[config.mk]
export PLATFORM = sky130hd
export DESIGN_NAME = vram_rect_fill_flat
export DESIGN_NICKNAME = d
export VERILOG_FILES = /design/src/rtl/vram_rect_fill_if.sv /design/src/rtl/vram_rect_fill.sv /design/src/flat_wrapper.sv
export SDC_FILE = /design/constraint.sdc
export NUM_CORES = 2
export LEC_CHECK = 0
export CORE_AREA = 4 4 518 520
export DETAILED_ROUTE_END_ITERATION = 16
export DIE_AREA = 0 0 522 524
export PLACE_DENSITY = 0.35
export SLEW_MARGIN = 20
export SYNTH_ARGS = -nofsm -noshare
export SYNTH_HDL_FRONTEND = slang
export SYNTH_SLANG_ARGS = --single-unit
[constraint.sdc]
create_clock -name clk -period 8.35 [get_ports clk]
set_input_delay 2.505 -clock clk [delete_from_list [all_inputs] [get_ports clk]]
set_output_delay 2.505 -clock clk [all_outputs]
set_load 0.02 [all_outputs]
[src/rtl/vram_rect_fill_if.sv]
// Bundle of the rectangle fill engine's command port and its VRAM arbiter port.
//   master : the side that issues commands and models the arbiter/VRAM
//   slave  : the fill engine itself
// Optional feature macro: VRAM_FILL_XOR_EN adds the cmd_xor command field.
interface vram_rect_fill_if #(
  parameter int ROW_W  = 640,
  parameter int ADDR_W = 9,
  parameter int X_W    = 10
);

  // Command channel
  logic              cmd_valid;
  logic              cmd_ready;
  logic [X_W-1:0]    cmd_x0;
  logic [X_W-1:0]    cmd_x1;
  logic [ADDR_W-1:0] cmd_y0;
  logic [ADDR_W-1:0] cmd_y1;
  logic              cmd_color;
`ifdef VRAM_FILL_XOR_EN
  logic              cmd_xor;
`endif

  // Arbiter / VRAM channel
  logic              grant;
  logic [ADDR_W-1:0] vram_addr;
  logic [ROW_W-1:0]  write_vram;
  logic              write_active;
  logic [ROW_W-1:0]  read_vram;

  // Status
  logic              busy;
  logic              done;

`ifdef VRAM_FILL_XOR_EN
  modport master (
    output cmd_valid, cmd_x0, cmd_x1, cmd_y0, cmd_y1, cmd_color, cmd_xor,
    output grant, read_vram,
    input  cmd_ready, vram_addr, write_vram, write_active, busy, done
  );

  modport slave (
    input  cmd_valid, cmd_x0, cmd_x1, cmd_y0, cmd_y1, cmd_color, cmd_xor,
    input  grant, read_vram,
    output cmd_ready, vram_addr, write_vram, write_active, busy, done
  );
`else
  modport master (
    output cmd_valid, cmd_x0, cmd_x1, cmd_y0, cmd_y1, cmd_color,
    output grant, read_vram,
    input  cmd_ready, vram_addr, write_vram, write_active, busy, done
  );

  modport slave (
    input  cmd_valid, cmd_x0, cmd_x1, cmd_y0, cmd_y1, cmd_color,
    input  grant, read_vram,
    output cmd_ready, vram_addr, write_vram, write_active, busy, done
  );
`endif

endinterface

[src/rtl/vram_rect_fill.sv]
// Rectangle fill engine: one writer client of the 8-port round-robin VRAM
// arbiter. Takes one rectangle command at a time and read-modify-writes every
// 1 bpp VRAM row it covers, using only the arbiter slots granted to it.
// Each row costs two grants: one read, one write of the merged row.
// Optional feature macro: VRAM_FILL_XOR_EN adds an XOR (invert) fill mode
// selected per command by cmd_xor.
module vram_rect_fill #(
  parameter int ROW_W  = 640,
  parameter int ROWS   = 480,
  parameter int ADDR_W = 9,
  parameter int X_W    = 10
) (
  input logic           clk,
  input logic           rst,
  vram_rect_fill_if.slave bus
);

  localparam logic [X_W-1:0]    X_MAX = X_W'(ROW_W - 1);
  localparam logic [ADDR_W-1:0] Y_MAX = ADDR_W'(ROWS - 1);

  typedef enum logic [2:0] {
    IDLE,
    RD_REQ,
    RD_CAP,
    WR_REQ,
    FINISH
  } state_t;

  state_t            state;

  // Registered command fields (x1/y1 held already clamped)
  logic [X_W-1:0]    x0_q;
  logic [X_W-1:0]    x1_q;
  logic [ADDR_W-1:0] y1_q;
  logic              color_q;
`ifdef VRAM_FILL_XOR_EN
  logic              xor_q;
`endif

  // Combinational helpers
  logic              accept;
  logic [X_W-1:0]    x1_clamp;
  logic [ADDR_W-1:0] y1_clamp;
  logic              cmd_empty;
  logic [ROW_W-1:0]  mask;
  logic [ROW_W-1:0]  merged;

  // Clamp the incoming rectangle to the visible area and classify it as empty.
  // Any y0 beyond the last row ends up empty here, so the row counter can
  // never step past ROWS-1.
  always_comb begin
    // NOTE: every combinational output gets a default first so no path leaves it unassigned, which would infer a latch.
    accept    = 1'b0;
    x1_clamp  = bus.cmd_x1;
    y1_clamp  = bus.cmd_y1;
    cmd_empty = 1'b0;

    accept = bus.cmd_valid && bus.cmd_ready;
    if (bus.cmd_x1 > X_MAX) begin
      x1_clamp = X_MAX;
    end
    if (bus.cmd_y1 > Y_MAX) begin
      y1_clamp = Y_MAX;
    end
    cmd_empty = (bus.cmd_x0 > x1_clamp) || (bus.cmd_y0 > y1_clamp);
  end

  // Column mask from the registered span, and the merged row it produces.
  always_comb begin
    mask   = '0;
    merged = '0;

    for (int i = 0; i < ROW_W; i++) begin
      mask[i] = (x0_q <= X_W'(i)) && (X_W'(i) <= x1_q);
    end

`ifdef VRAM_FILL_XOR_EN
    if (xor_q) begin
      merged = bus.read_vram ^ mask;
    end else begin
      merged = (bus.read_vram & ~mask) | (color_q ? mask : '0);
    end
`else
    merged = (bus.read_vram & ~mask) | (color_q ? mask : '0);
`endif
  end

  // Control FSM with all outputs registered. vram_addr doubles as the row
  // counter, so the address the arbiter sees is always the row in progress.
  // write_vram doubles as the row buffer between the read and write grants.
  always_ff @(posedge clk) begin
    if (rst) begin
      // NOTE: sequential state uses non-blocking assignments so every register samples pre-edge values.
      state            <= IDLE;
      bus.cmd_ready    <= 1'b0;
      bus.busy         <= 1'b0;
      bus.done         <= 1'b0;
      bus.write_active <= 1'b0;
      bus.vram_addr    <= '0;
      bus.write_vram   <= '0;
      x0_q             <= '0;
      x1_q             <= '0;
      y1_q             <= '0;
      color_q          <= 1'b0;
`ifdef VRAM_FILL_XOR_EN
      xor_q            <= 1'b0;
`endif
    end else begin
      // done is a single-cycle pulse, raised only on entry to FINISH
      bus.done <= 1'b0;

      case (state)
        IDLE: begin
          bus.cmd_ready    <= 1'b1;
          bus.write_active <= 1'b0;
          if (accept) begin
            x0_q          <= bus.cmd_x0;
            x1_q          <= x1_clamp;
            y1_q          <= y1_clamp;
            color_q       <= bus.cmd_color;
`ifdef VRAM_FILL_XOR_EN
            xor_q         <= bus.cmd_xor;
`endif
            bus.cmd_ready <= 1'b0;
            bus.busy      <= 1'b1;
            if (cmd_empty) begin
              // Nothing to draw: skip straight to completion, no VRAM access
              bus.done <= 1'b1;
              state    <= FINISH;
            end else begin
              bus.vram_addr <= bus.cmd_y0;
              state         <= RD_REQ;
            end
          end
        end

        RD_REQ: begin
          // Read request rides on the address with write_active low
          if (bus.grant) begin
            state <= RD_CAP;
          end
        end

        RD_CAP: begin
          // Read data is valid this cycle; merge and present it for writing
          bus.write_vram   <= merged;
          bus.write_active <= 1'b1;
          state            <= WR_REQ;
        end

        WR_REQ: begin
          if (bus.grant) begin
            bus.write_active <= 1'b0;
            if (bus.vram_addr == y1_q) begin
              bus.done <= 1'b1;
              state    <= FINISH;
            end else begin
              bus.vram_addr <= bus.vram_addr + ADDR_W'(1);
              state         <= RD_REQ;
            end
          end
        end

        FINISH: begin
          bus.busy      <= 1'b0;
          bus.cmd_ready <= 1'b1;
          state         <= IDLE;
        end

        default: begin
          bus.write_active <= 1'b0;
          bus.busy         <= 1'b0;
          bus.cmd_ready    <= 1'b0;
          state            <= IDLE;
        end
      endcase
    end
  end

endmodule

[src/flat_wrapper.sv]
// flat-port wrapper written by rule: the top's interface ports become plain ports
module vram_rect_fill_flat 
#(
  parameter int ROW_W  = 640,
  parameter int ROWS   = 480,
  parameter int ADDR_W = 9,
  parameter int X_W    = 10
)
  (clk, rst, bus_cmd_valid, bus_cmd_x0, bus_cmd_x1, bus_cmd_y0, bus_cmd_y1, bus_cmd_color, bus_grant, bus_read_vram, bus_cmd_ready, bus_vram_addr, bus_write_vram, bus_write_active, bus_busy, bus_done);
  vram_rect_fill_if #(.ROW_W(ROW_W), .ADDR_W(ADDR_W), .X_W(X_W)) bus_i ();
  input logic clk;
  input logic rst;
  input wire logic [$bits(bus_i.cmd_valid)-1:0] bus_cmd_valid;
  input wire logic [$bits(bus_i.cmd_x0)-1:0] bus_cmd_x0;
  input wire logic [$bits(bus_i.cmd_x1)-1:0] bus_cmd_x1;
  input wire logic [$bits(bus_i.cmd_y0)-1:0] bus_cmd_y0;
  input wire logic [$bits(bus_i.cmd_y1)-1:0] bus_cmd_y1;
  input wire logic [$bits(bus_i.cmd_color)-1:0] bus_cmd_color;
  input wire logic [$bits(bus_i.grant)-1:0] bus_grant;
  input wire logic [$bits(bus_i.read_vram)-1:0] bus_read_vram;
  output wire logic [$bits(bus_i.cmd_ready)-1:0] bus_cmd_ready;
  output wire logic [$bits(bus_i.vram_addr)-1:0] bus_vram_addr;
  output wire logic [$bits(bus_i.write_vram)-1:0] bus_write_vram;
  output wire logic [$bits(bus_i.write_active)-1:0] bus_write_active;
  output wire logic [$bits(bus_i.busy)-1:0] bus_busy;
  output wire logic [$bits(bus_i.done)-1:0] bus_done;
  assign bus_i.cmd_valid = bus_cmd_valid;
  assign bus_i.cmd_x0 = bus_cmd_x0;
  assign bus_i.cmd_x1 = bus_cmd_x1;
  assign bus_i.cmd_y0 = bus_cmd_y0;
  assign bus_i.cmd_y1 = bus_cmd_y1;
  assign bus_i.cmd_color = bus_cmd_color;
  assign bus_i.grant = bus_grant;
  assign bus_i.read_vram = bus_read_vram;
  assign bus_cmd_ready = bus_i.cmd_ready;
  assign bus_vram_addr = bus_i.vram_addr;
  assign bus_write_vram = bus_i.write_vram;
  assign bus_write_active = bus_i.write_active;
  assign bus_busy = bus_i.busy;
  assign bus_done = bus_i.done;
  vram_rect_fill #(.ROW_W(ROW_W), .ROWS(ROWS), .ADDR_W(ADDR_W), .X_W(X_W)) u_core (.clk(clk), .rst(rst), .bus(bus_i));
endmodule
* After elaboration in Yosys (flattened, before gate mapping) *
Index checks and enable logic that the tools add are counted.

word-level totals
  register bits after elaboration = 686
  input bits = 683
  output and inout port bits = 653
  word-level logic and storage cells = 1,987

operators by class
  $add $sub $neg = 1
  order comparisons = 1,284
  eq/ne operators = 10
  muxes and demuxes = 25
  bitwise operators = 5
  reductions and logical operators = 651

operators with widths
  operator                                                                            count
  10-bit by 9-bit less-or-equal comparator with 1-bit output (second input constant)  256
  9-bit by 10-bit less-or-equal comparator with 1-bit output (first input constant)   256
  10-bit less-or-equal comparator (first input constant)                              128
  10-bit less-or-equal comparator (second input constant)                             128
  10-bit by 8-bit less-or-equal comparator with 1-bit output (second input constant)  128
  8-bit by 10-bit less-or-equal comparator with 1-bit output (first input constant)   128
  1-bit logical AND                                                                   641
  640-bit AND                                                                         1
  10-bit by 7-bit less-or-equal comparator with 1-bit output (second input constant)  64
  7-bit by 10-bit less-or-equal comparator with 1-bit output (first input constant)   64
  640-bit 2-to-1 mux                                                                  1
  640-bit NOT                                                                         1
  640-bit bitwise OR                                                                  1
  10-bit by 6-bit less-or-equal comparator with 1-bit output (second input constant)  32
  6-bit by 10-bit less-or-equal comparator with 1-bit output (first input constant)   32
  10-bit by 5-bit less-or-equal comparator with 1-bit output (second input constant)  16
  5-bit by 10-bit less-or-equal comparator with 1-bit output (first input constant)   16
  10-bit by 4-bit less-or-equal comparator with 1-bit output (second input constant)  8
  4-bit by 10-bit less-or-equal comparator with 1-bit output (first input constant)   8
  9-bit 2-to-1 mux                                                                    5
  10-bit by 3-bit less-or-equal comparator with 1-bit output (second input constant)  4
  3-bit by 10-bit less-or-equal comparator with 1-bit output (first input constant)   4
  1-bit by 10-bit less-or-equal comparator with 1-bit output (first input constant)   2
  10-bit by 1-bit less-or-equal comparator with 1-bit output (second input constant)  2
  29 further kinds                                                                    50

* Logic depth before layout (Yosys ltp) *
  word-level depth = 7
  depth in mapped cells = 10
  gate-level depth less buffers = 10

* Worst setup path before layout *
OpenSTA, ideal clock, no wires.

  path kind = input to register
  start = in bus_cmd_y1[7]
  end = reg u_core.bus.vram_addr[2]
  library setup time = 74 ps
  arrival = 4,827 ps
  required time = 8,276 ps
  slack = 3,448 ps
  stages = 10
  buffers on the path = 0
  cells stage by stage = inv_1 nor3_1 nor2_1 ha_1 a21o_1 a21o_1 a2111oi_0 o32ai_1 or3_1 a31oi_1

on the way
  cells in the longest elaborated chain, start to end = 6

RTL lines
  item                                 RTL line                 source
  start: declaration                   flat_wrapper.sv:17       input wire logic [$bits(bus_i.cmd_y1)-1:0] bus_cmd_y1;
  9-bit > comparator                   vram_rect_fill.sv:62     if (bus.cmd_y1 > Y_MAX) begin
  9-bit 2-to-1 mux (*)                 vram_rect_fill.sv:62
  9-bit > comparator (*)               vram_rect_fill.sv:65     cmd_empty = (bus.cmd_x0 > x1_clamp) || (bus.cmd_y0 > y1_clamp);
  1-bit logical OR (*)                 vram_rect_fill.sv:65
  2-bit inequality test (no line) (*)  -
  5-bit AND reduction (no line) (*)    -
  end signal: assignment               vram_rect_fill.sv:131    bus.vram_addr <= bus.cmd_y0;
  end signal: assignment               vram_rect_fill.sv:158    bus.vram_addr <= bus.vram_addr + ADDR_W'(1);
  end: declaration                     vram_rect_fill_if.sv:56  output cmd_ready, vram_addr, write_vram, write_active, busy, done

Every way passes the cells marked *; elsewhere a longest branch is shown, timed or not.
A chain may end at the register's enable or synchronous reset.

* Final worst setup path *
Ends and elaborated chain as after synthesis.

==> results <==
- The run finished, with violations left.
- The checks that failed: capacitance limit.
- After detailed routing, no signal wire sits above met5.
- The clock period minus worst slack is 5.647 ns.
- After synthesis the cells add up to 45340 µm².
- A synthesized cell averages 7.640 µm².
- The row count is 189.
- The initial antenna violation count is 147.
- The total count of hold-check failures in the final report was 0.
- The relative contribution of combinational cells to total power is 49.6%.
- Measured against its own limit, the worst slew margin works out to 1.998%.
- The standby leakage power is 23.60 nW.
- The part of the power in the clock network is 26.3%.
- Measured along the y axis, the die boundary spans 524 µm.
- The number of flops mapped to enable cells by yosys is 0.
- Final hold analysis gives a worst-case slack of 0.4709 ns.
- The commonest non-fill, non-tap cell in the layout is sky130_fd_sc_hd__clkdlybuf4s50_1.
- The number of warning messages in the yosys log is 0.
- In this run the remaining antenna-violating nets after routing total 0.
- Clock tree synthesis found a total of 686 sinks.
- The final-report setup violation count is 0.
- In this run the standard cell core region covers 264100 µm².
- After synthesis, the largest area contributor takes up 30.29% of total cell area.
- The maximum clock rate is 0.1771 GHz.
- After global routing the overflow that remains totals 0.
- The total instance count after detailed placement is 10654.
- The final RePlAce weighted congestion is 1.145.
- TritonCTS built the clock tree.
- The routed length on met1 is 241200 µm.
- Total power for the finished layout comes to 16.21 mW.
- For this run, the total global-route usage over all layers was measured as 44.08%.
- The global-route wire length before repair is 767100 µm.
- Sorting the synthesized cells by area gives the leading types as sky130_fd_sc_hd__dfxtp_1 (30%), sky130_fd_sc_hd__mux2i_1 (13%), sky130_fd_sc_hd__a211oi_1 (11%), sky130_fd_sc_hd__nor2_1 (8.0%), sky130_fd_sc_hd__a21oi_1 (4.1%).
- The initial utilization of the core area, before any placement, comes to 17.16%.
- The instance area after placement is 65750 µm².
- The sequential area share after synthesis is 30.29%.
- In the finished design, the share of the clock period the worst path needs comes to 67.63%.
- The root buffer cell chosen for the clock tree is sky130_fd_sc_hd__clkbuf_16.
- In this run, the number of DRC markers left after iteration 0 of detailed routing was 8904.
- The internal power is 8.212 mW.
- Setup repair after global routing left no endpoint under its margin.
- The top cell types in the final layout, fill and taps aside, are sky130_fd_sc_hd__clkdlybuf4s50_1 (1334), sky130_fd_sc_hd__nor2_1 (930), sky130_fd_sc_hd__dfxtp_1 (668).
- Synthesis handed over a netlist of 5934 instances.
- The longest clock path from root to sink contains 3 buffers.
- The number of global-route vias before repair is 59813.
- The final net count is 7928.
- Summed over all layers, the routed wires come to 630400 µm.
- The total power per unit cell area is 233.8 nW/µm².
- The total CTS buffers is 93.
- The filler-free cell count of the finished design is 10898.
- Clock skew on the completed layout was measured at 0.06566 ns.
- For this run, the share of the core covered by cells in the final layout is 26.25%.
- The biggest area contributor in the post-synthesis netlist is sky130_fd_sc_hd__dfxtp_1.
- The worst-path maximum fanout is 9.
- The max-slew violation count is 0.
- During I/O placement, the number of pins put on the boundary was 1336.
- The switching portion of total power is 49.35%.
- The first detailed-routing pass ran for 6 iterations.
- The type of the worst setup path is in2reg.
- STA classifies the critical path startpoint as an input pin.
- The finished layout cell area is 69340 µm².
- The worst hold path belongs to the class reg2reg.
- The worst setup path is captured at a register.
- Setup slack on the critical path of the routed design comes to 2.703 ns.
- The critical path's top delay family is compound AO/OA/AOI/OAI gates.
- The final HPWL from detailed placement is 502000 µm.
- Relative to the synthesized area, the layout overhead comes to 52.95%.
- The async set-reset flop share out of synthesis is 0%.
- The clock latency of the later-clocked register in the worst-skew pair is 0.83 ns.
- The deepest level of the CTS H-tree is 3.
- The signal arrival time at the worst endpoint is 6.39 ns.
- The via count of the routed design is 64163.
- The data required time of the worst path is 9.09 ns.
- Counting flops and latches in the post-synthesis netlist gives 686.
- The number of unique standard cell types used by synthesis is 100.
- The summed negative setup slack over all endpoints is 0 ns.
- The count of buffers added on input and output ports is 1335.
- The share of power burned in registers is 24.1%.
- The residual DRC count is 0.
- The largest stage delay on the critical path is 0.97 ns.
- After detailed routing, the met3 layer carries 82000 µm of wire.
- The worst-case IR drop observed on VDD is 181.4 µV.
- The die covers 273500 µm².
- In the final layout, the share of cells above drive strength 1 is 13.80%.
- The layout has 29020 filler cells.
- The most numerous cell on the critical path is sky130_fd_sc_hd__a21o_1.
- The net switching power is 8.001 mW.
- The number of nets in the synthesized netlist is 6637.
- Summed over all nets, wire length on met2 after detailed routing comes to 246100 µm.
- The max capacitance violation total is 1.
- The number of setup buffers added after CTS is 0.
- The measured slew at the worst slew-check pin is 1.461 ns.
- Among all flip-flop cells after synthesis, the most frequent one is sky130_fd_sc_hd__dfxtp_1.
- The maximum number of pins on one net before global-route repair is 204.
- Dividing the detail-routed wire length by the instance count gives 57.85 µm.
- The minimum setup slack after placement is 1.960 ns.
- After clock tree synthesis, the clock-pin slew on the worst setup and hold paths is 0.06 ns.
- Among all stages on the critical path, the largest delay is contributed by sky130_fd_sc_hd__a2111oi_0.
- Dividing the detail-routed via count by the number of cells gives 5.888.
- The width of the die is 522 µm.
- Traced cell by cell, the critical path runs through clkdlybuf4s50_1 -> inv_1 -> nor3_1 -> nor2_1 -> ha_1 -> a21o_1 -> a21o_1 -> a2111oi_0 -> o32ai_2 -> or3_1 -> a31oi_1.
- The number of cells upsized or downsized after cts is 0.
- The number of buffers added to fix hold violations after cts is 0.
- Counting both buffers and inverters, the worst setup path holds a total of 2.
-- final cells by class --
type	instances	area, µm²	share of cell area, %
inverters	28	105.1	0.1516
multi-input cells	4564	30180	43.52
clock buffers	142	2771	3.997
repair buffers	1852	17530	25.28
flip-flops and latches	686	13770	19.86
well taps	3533	4420	6.375
diodes	60	150.1	0.2165
clock inverters	33	411.6	0.5936
-- power by group through the flow --
stage	sequential, mW	clock (mW)	combinational, mW
after floorplan	4.21	0	2.36
after global placement	3.96	0	7.59
after detailed placement	3.97	0	7.55
after CTS	3.90	4.38	7.58
after global routing	3.94	4.49	7.85
final	3.91	4.27	8.04
-- path summary, 6_finish.rpt --
path         slack [ns]                         from                                endpoint  depth (start not counted)
max                2.70                bus_cmd_y1[7]    u_core.bus.vram_addr[2]$_SDFFE_PP0P_                         11
min                0.47  u_core.y1_q[6]$_SDFFE_PP0P_             u_core.y1_q[6]$_SDFFE_PP0P_                          2
max reg2reg        3.29  u_core.x1_q[3]$_SDFFE_PP0P_  u_core.bus.write_vram[60]$_SDFFE_PP0P_                          6
min reg2reg        0.47  u_core.y1_q[6]$_SDFFE_PP0P_             u_core.y1_q[6]$_SDFFE_PP0P_                          2
-- sequential cells by signal (all words and copies together) (netlist names) --
register,flops
u_core.x0_q,10
u_core.bus.done,1
u_core.x1_q,10
u_core.state,3
u_core.bus.write_vram,640
u_core.color_q,1
u_core.y1_q,9
u_core.bus.cmd_ready,1
u_core.bus.write_active,1
u_core.bus.busy,1
u_core.bus.vram_addr,9
-- routing by layer --
layer / GRT usage [%] / vias to the layer above
met4: 33.09 / 118
li1: - / 24832
met3: 23.58 / 1564
met5: 1.265 / -
met2: 61.02 / 5154
met1: 50.65 / 32495
-- worst min-delay path, cell delays in order (launching register included) --
cell	delay [ns]
sky130_fd_sc_hd__dfxtp_1	0.32
sky130_fd_sc_hd__nand2_1	0.05
sky130_fd_sc_hd__a21oi_1	0.05
-- cell usage after synthesis, types with 42 or more instances --
master                     count
sky130_fd_sc_hd__nand2_1     374
sky130_fd_sc_hd__a31oi_1      51
sky130_fd_sc_hd__o21ai_0     291
sky130_fd_sc_hd__buf_1        56
sky130_fd_sc_hd__clkbuf_1    431
sky130_fd_sc_hd__buf_2       145
sky130_fd_sc_hd__o221ai_1     47
sky130_fd_sc_hd__nand2b_1     42
sky130_fd_sc_hd__nor3_1      135
sky130_fd_sc_hd__nand3_1     152
sky130_fd_sc_hd__dfxtp_1     686
sky130_fd_sc_hd__o211ai_1     77
sky130_fd_sc_hd__a21oi_1     367
sky130_fd_sc_hd__mux2i_1     575
sky130_fd_sc_hd__nor2_1      961
sky130_fd_sc_hd__a211oi_1    655
sky130_fd_sc_hd__a221oi_1     60
-- cells by family after synthesis --
logic type	after synthesis	synth area share, %
multiplexers	581	12.84
flip-flops	686	30.29
buffers and inverters	684	6.265
adder cells (fa/ha/maj)	20	0.5520
XOR/XNOR	10	0.1932
AND/OR/NAND/NOR	2029	21.00
AO/OA/AOI/OAI	1924	28.85
Note: power is estimated with default switching activity, not from simulation.
